**config.mk**
```make
export PLATFORM = sky130hd
export DESIGN_NAME = uart_tx_arbiter
export DESIGN_NICKNAME = d
export VERILOG_FILES = /design/src/rtl/uart_pkg.sv /design/src/rtl/rr_arbiter.sv /design/src/rtl/uart_tx_arbiter.sv
export SDC_FILE = /design/constraint.sdc
export NUM_CORES = 1
export LEC_CHECK = 0
export CAP_MARGIN = 20
export CORE_MARGIN = 5
export CORE_UTILIZATION = 44
export CTS_CLUSTER_DIAMETER = 80
export CTS_CLUSTER_SIZE = 20
export DETAILED_ROUTE_END_ITERATION = 10
export GPL_TIMING_DRIVEN = 0
export MAX_ROUTING_LAYER = met4
export PLACE_DENSITY = 0.9
export SETUP_SLACK_MARGIN = 0.4
export SYNTH_ARGS = -nofsm -noshare
export SYNTH_HDL_FRONTEND = slang
export SYNTH_SLANG_ARGS = --single-unit
```
**constraint.sdc**
```tcl
create_clock -name clk -period 2.55 [get_ports clk]
set_clock_uncertainty 0.05 [all_clocks]
set_input_delay 0.765 -clock clk [delete_from_list [all_inputs] [get_ports clk]]
set_output_delay 0.765 -clock clk [all_outputs]
set_load 0.05 [all_outputs]
```
**src/rtl/uart_pkg.sv**
```systemverilog
// Shared definitions for the UART transmit arbiter: FSM state encoding and line timing constants.
package uart_pkg;

   typedef enum logic [1:0] {
      ST_IDLE  = 2'd0,
      ST_GRANT = 2'd1,
      ST_GAP   = 2'd2
   } state_t;

   localparam int CLK_HZ = 27_000_000;
   localparam int BAUD   = 115_200;
   // One bit time at 115200 baud from a 27 MHz clock, truncated to whole cycles (234).
   localparam int DELAY_FRAMES = CLK_HZ / BAUD;

endpackage

```
**src/rtl/rr_arbiter.sv**
```systemverilog
// Combinational round-robin picker: returns the first requesting index after last_grant, wrapping.
module rr_arbiter #(
   parameter int NUM_REQ = 3
) (
   input  logic [NUM_REQ-1:0] req,
   input  logic [1:0]         last_grant,
   output logic [1:0]         grant,
   output logic               any
);

   logic [1:0] lo_idx;
   logic [1:0] hi_idx;
   logic       lo_hit;
   logic       hi_hit;

   // Lowest requester above last_grant wins; otherwise wrap to the lowest requester overall.
   always_comb begin
      lo_idx = 2'd0;
      hi_idx = 2'd0;
      lo_hit = 1'b0;
      hi_hit = 1'b0;
      for (int i = NUM_REQ - 1; i >= 0; i--) begin
         if (req[i]) begin
            lo_hit = 1'b1;
            lo_idx = 2'(i);
            if (2'(i) > last_grant) begin
               hi_hit = 1'b1;
               hi_idx = 2'(i);
            end
         end
      end
      any   = lo_hit;
      grant = hi_hit ? hi_idx : lo_idx;
   end

endmodule

```
**src/rtl/uart_tx_arbiter.sv**
```systemverilog
// Shares one UART byte serialiser between several message sources, one whole message per grant,
// round-robin, with a forced idle gap on the line after every message.
module uart_tx_arbiter
   import uart_pkg::*;
#(
   parameter int NUM_REQ       = 3,
   parameter int GAP_CYCLES    = DELAY_FRAMES,
   parameter int MAX_MSG_BYTES = 96
) (
   input  logic                 clk,
   input  logic                 rst,
   input  logic [NUM_REQ-1:0]   req_valid,
   input  logic [8*NUM_REQ-1:0] req_data,
   input  logic [NUM_REQ-1:0]   req_last,
   output logic [NUM_REQ-1:0]   req_ready,
   output logic [7:0]           tx_data,
   output logic                 tx_valid,
   input  logic                 tx_ready,
   output logic [1:0]           grant_id,
   output logic                 busy,
   output logic                 truncated
);

   localparam int BW = $clog2(MAX_MSG_BYTES + 1);
   localparam int GW = (GAP_CYCLES > 0) ? $clog2(GAP_CYCLES + 1) : 1;
   localparam logic [GW-1:0] GAP_LAST = (GAP_CYCLES > 0) ? GW'(GAP_CYCLES - 1) : '0;
   localparam logic [BW-1:0] CNT_LAST = BW'(MAX_MSG_BYTES - 1);

   state_t          state;
   logic [1:0]      last_grant;
   logic [BW-1:0]   byte_cnt;
   logic [GW-1:0]   gap_cnt;
   logic [1:0]      pick;
   logic            pick_any;
   logic            sel_valid;
   logic            sel_last;
   logic [7:0]      sel_data;
   logic            granting;
   logic            xfer;

   rr_arbiter #(
      .NUM_REQ (NUM_REQ)
   ) u_rr (
      .req        (req_valid),
      .last_grant (last_grant),
      .grant      (pick),
      .any        (pick_any)
   );

   // Pass-through of the owner's stream; nothing is registered on the data path.
   always_comb begin
      sel_valid = 1'b0;
      sel_last  = 1'b0;
      sel_data  = 8'h00;
      req_ready = '0;
      granting  = (state == ST_GRANT);
      for (int i = 0; i < NUM_REQ; i++) begin
         if (grant_id == 2'(i)) begin
            sel_valid    = req_valid[i];
            sel_last     = req_last[i];
            sel_data     = req_data[8*i +: 8];
            req_ready[i] = granting & tx_ready;
         end
      end
      tx_valid = granting & sel_valid;
      tx_data  = granting ? sel_data : 8'h00;
      xfer     = tx_valid & tx_ready;
   end

   always_ff @(posedge clk) begin
      if (rst) begin
         state      <= ST_IDLE;
         grant_id   <= 2'd0;
         last_grant <= 2'(NUM_REQ - 1);
         byte_cnt   <= '0;
         gap_cnt    <= '0;
         busy       <= 1'b0;
         truncated  <= 1'b0;
      end else begin
         truncated <= 1'b0;
         case (state)
            ST_IDLE: begin
               if (pick_any) begin
                  grant_id   <= pick;
                  last_grant <= pick;
                  byte_cnt   <= '0;
                  busy       <= 1'b1;
                  state      <= ST_GRANT;
               end
            end
            ST_GRANT: begin
               // A last byte landing exactly on the watchdog limit is a normal end, not a truncation.
               if (xfer) begin
                  byte_cnt <= byte_cnt + 1'b1;
                  if (sel_last) begin
                     gap_cnt <= '0;
                     state   <= ST_GAP;
                  end else if (byte_cnt == CNT_LAST) begin
                     truncated <= 1'b1;
                     gap_cnt   <= '0;
                     state     <= ST_GAP;
                  end
               end
            end
            ST_GAP: begin
               if (gap_cnt == GAP_LAST) begin
                  gap_cnt <= '0;
                  busy    <= 1'b0;
                  state   <= ST_IDLE;
               end else begin
                  gap_cnt <= gap_cnt + 1'b1;
               end
            end
            default: begin
               busy  <= 1'b0;
               state <= ST_IDLE;
            end
         endcase
      end
   end

endmodule
```
==> results by group <==
Outcome
  – Status: complete, no violations

STA
  – Final max-slew violation count: 0
  – Final setup margin: 113 ps
  – Worst Max-Slew Pin Slew: 516 ps
  – Fin crit period: between 2000 and 2500 ps
  – Max Clk Rate: around 410 MHz
  – Fin. Hold Viols: 0
  – Final setup fails: 0
  – Fin crit share: 0.956
  – Sum of negative setup slack: 0 ps
  – Slew Limit Headroom: 0.652
  – RSZ-0062 raised after global routing: yes

Setup path
  – CP Launch Type: flip-flop
  – Most used cell, CP: buf_6
  – Max Fanout on Critical Path: 6
  – Crit path max-delay family: buffers and inverters
  – Crit Path Class: flip-flop to primary output
  – WP buf/inv: 4
  – Setup crit end kind: primary output
  – Worst-path cell chain: buf_6 -> buf_4 -> buf_6 -> mux2i_2 -> o21ai_2 -> and2_4 -> buf_8
  – Worst Path Required: 1740 ps
  – Slowest cell on crit path: dfxtp_2
  – Worst endpoint data arrival time: around 1600 ps
  – Critical Path Stages: 7
  – Worst reg2reg path depth: 10
  – Crit-path max cell delay: 350 ps

Die
  – Die X: 65.2 um
  – Rows: 20
  – Die Ht: between 60 and 70 um
  – Core ar.: 2980 um2
  – Initial Utilization: 0.451
  – Die ar.: 4260 um2
  – I/O pin count: 49

Pwr
  – Power per cell area: 444 nW/um2
  – Total power: roughly 0.00097 W
  – P_leak: 0.877 nW
  – Worst vdd ir: 0.222 mV

Run
  – MaxCap Viol Count: 0

GRT
  – First-pass GRT wire length: 6.73 mm
  – GR Overflow Total: 0
  – Largest net degree at the start of global routing: 13
  – Vias in the first global route: around 1.4k
  – GRT Resource Usage Total: 0.205
  – Initial antenna violation count: 0

Detailed routing
  – DRC viols: 0
  – Drt total wl: between 4 and 5 mm
  – Vias: 1519
  – Starting DRT DRC Count: 94
  – Routed vias/inst: between 5 and 6
  – Routed Antenna Nets: 0
  – DRT Pass-1 Iters: 5
  – Routed wire per std cell: 15.7 um

Place
  – GPL Wtd Cong: 0.885
  – Pre-CTS setup slack: -872 ps
  – Area after DPL: 1940 um2
  – Dpl hpwl: 2.86 mm
  – IO buf count: 47

Final layout
  – Post-route cell area: 2170 um2
  – Synth-to-Final Area Change: 62.0%
  – Layout cells sized above 1: 0.311
  – Most frequent cells in the layout: 19 x dfxtp_1, 17 x a21oi_1, 15 x buf_4, 15 x nor2_1, 14 x dlygate4sd2_1
  – Ant diodes: 0
  – Final #Nets: 275
  – Most common cell after layout, fill and taps aside: dfxtp_1

CTS
  – CTS H-tree depth: 1
  – CTS sink cnt: 22
  – TritonCTS clock tree: built
  – CTS root buffer: clkbuf_4
  – Worst-Skew Late Latency: 310 ps
  – Max clock buf depth: 2
  – Clock slew at reported path FFs: 130 ps
  – CTS buffer count: 3

Synthesis
  – Distinct cells, synth: 39
  – Synth async-reset ratio: 0
  – Yosys warns: 0
  – Synthesized flop and latch total: 22
  – Netlist Area Pre-Place: 1340 um2
  – Area contributors post-synth: dfxtp_1 33%, a21oi_1 9.3%, mux2i_1 8.9%
  – Avg Inst Size Synth: 7.76 um2
  – Post-synth EDFFs: 0
  – Register area share after synthesis: 0.328
  – Synth Instances: 173
  – Syn Nets: 209
  – Top cell type's share of synthesized area: 0.328
  – Prevailing post-synth register cell: dfxtp_1
  – Area leader, netlist: dfxtp_1

Worst hold path
  – Hold WC Path Type: flip-flop to flip-flop
  – Hold path cells: 2
-- area by class of cell --
class / instances / area, um2
multi-input cells: 136 / 971
fillers: 193 / 803
repair buffers: 61 / 573
flip-flops and latches: 22 / 444
plain buffers: 10 / 90.1
well taps: 33 / 41.3
clock buffers: 4 / 36.3
inverters: 5 / 18.8
-- tightest hold or removal path, stage by stage (launching register included) --
cell and delay (ps):
dfxtp_1 340, o21ai_0 70, a21oi_1 60
-- kinds of logic (layout without fill, tap and decap cells) --
family | count (synthesis) | in the layout | share of synthesized area
xor gates and xnor gates | 1 | 1 | 0.00652
muxes | 12 | 12 | 0.0895
DFF | 22 | 22 | 0.328
and+or+nand+nor | 71 | 71 | 0.267
adders and majority gates | 3 | 3 | 0.0280
buffers and inverters | 15 | 80 | 0.0540
AOI/OAI and AO/OA | 49 | 49 | 0.226
-- metal layers --
layer	GRT usage	part of all wire	routed length (um)	up-vias
li1	-	-	-	756
met1	0.249	0.42	1780	723
met2	0.338	0.53	2240	36
met3	0.0479	0.041	174	4
met4	0.0648	0.012	51	0
met5	-	0	0	-
-- synthesized netlist by cell type (2+ instances only) --
library cell,instances
a21oi_1,25
nor2_1,25
dfxtp_1,22
mux2i_1,12
nand2_1,9
o21ai_0,9
or3_1,8
nand3_1,7
and3_1,5
inv_1,5
clkbuf_1,4
nand2b_1,4
a311oi_1,3
ha_1,3
nor2b_1,3
nor3_1,3
a32oi_1,2
buf_1,2
buf_4,2
-- where the power goes --
group	total, W	switching, W	internal [W]
Clock	0.000193	0.000106	0.0000871
Sequential	0.000370	0.0000134	0.000356
Combinational	0.000403	0.000225	0.000179
-- registers in the layout (all words and copies together), names as in the netlist --
name,cells
grant_id,2
truncated,1
byte_cnt,7
busy,1
state,2
gap_cnt,8
last_grant,1
-- through the flow --
step / hold WS [ps] / utilization / instances
final: 443 / 0.730 / 271
after detailed placement: 429 / 0.650 / 253
after floorplan: 404 / - / 173
after global placement: 414 / 0.650 / 253
after global routing: 456 / 0.730 / 271
after CTS: 446 / 0.710 / 265
-- path summary, 6_finish.rpt --
kind / startpoint / end / slack (ps)
worst max register to register: grant_id[0]$_SDFFE_PP0P_ / byte_cnt[5]$_SDFFE_PP0P_ / 470
worst min register to register: byte_cnt[4]$_SDFFE_PP0P_ / byte_cnt[4]$_SDFFE_PP0P_ / 440
worst min-delay path: byte_cnt[4]$_SDFFE_PP0P_ / byte_cnt[4]$_SDFFE_PP0P_ / 440
worst max-delay path: grant_id[0]$_SDFFE_PP0P_ / tx_valid / 110
-- what timing repair did --
| item | CTS | global route |
|---|---|---|
| hold buffers | 0 | 0 |
| endpoints found under the setup margin | 23 | 19 |
| pin swaps | 27 | 14 |
| resized for setup | 166 | 13 |
| setup buffers | 8 | 6 |
| endpoints found under the hold margin | 0 | 0 |
Note: power is estimated with default switching activity, not from simulation.
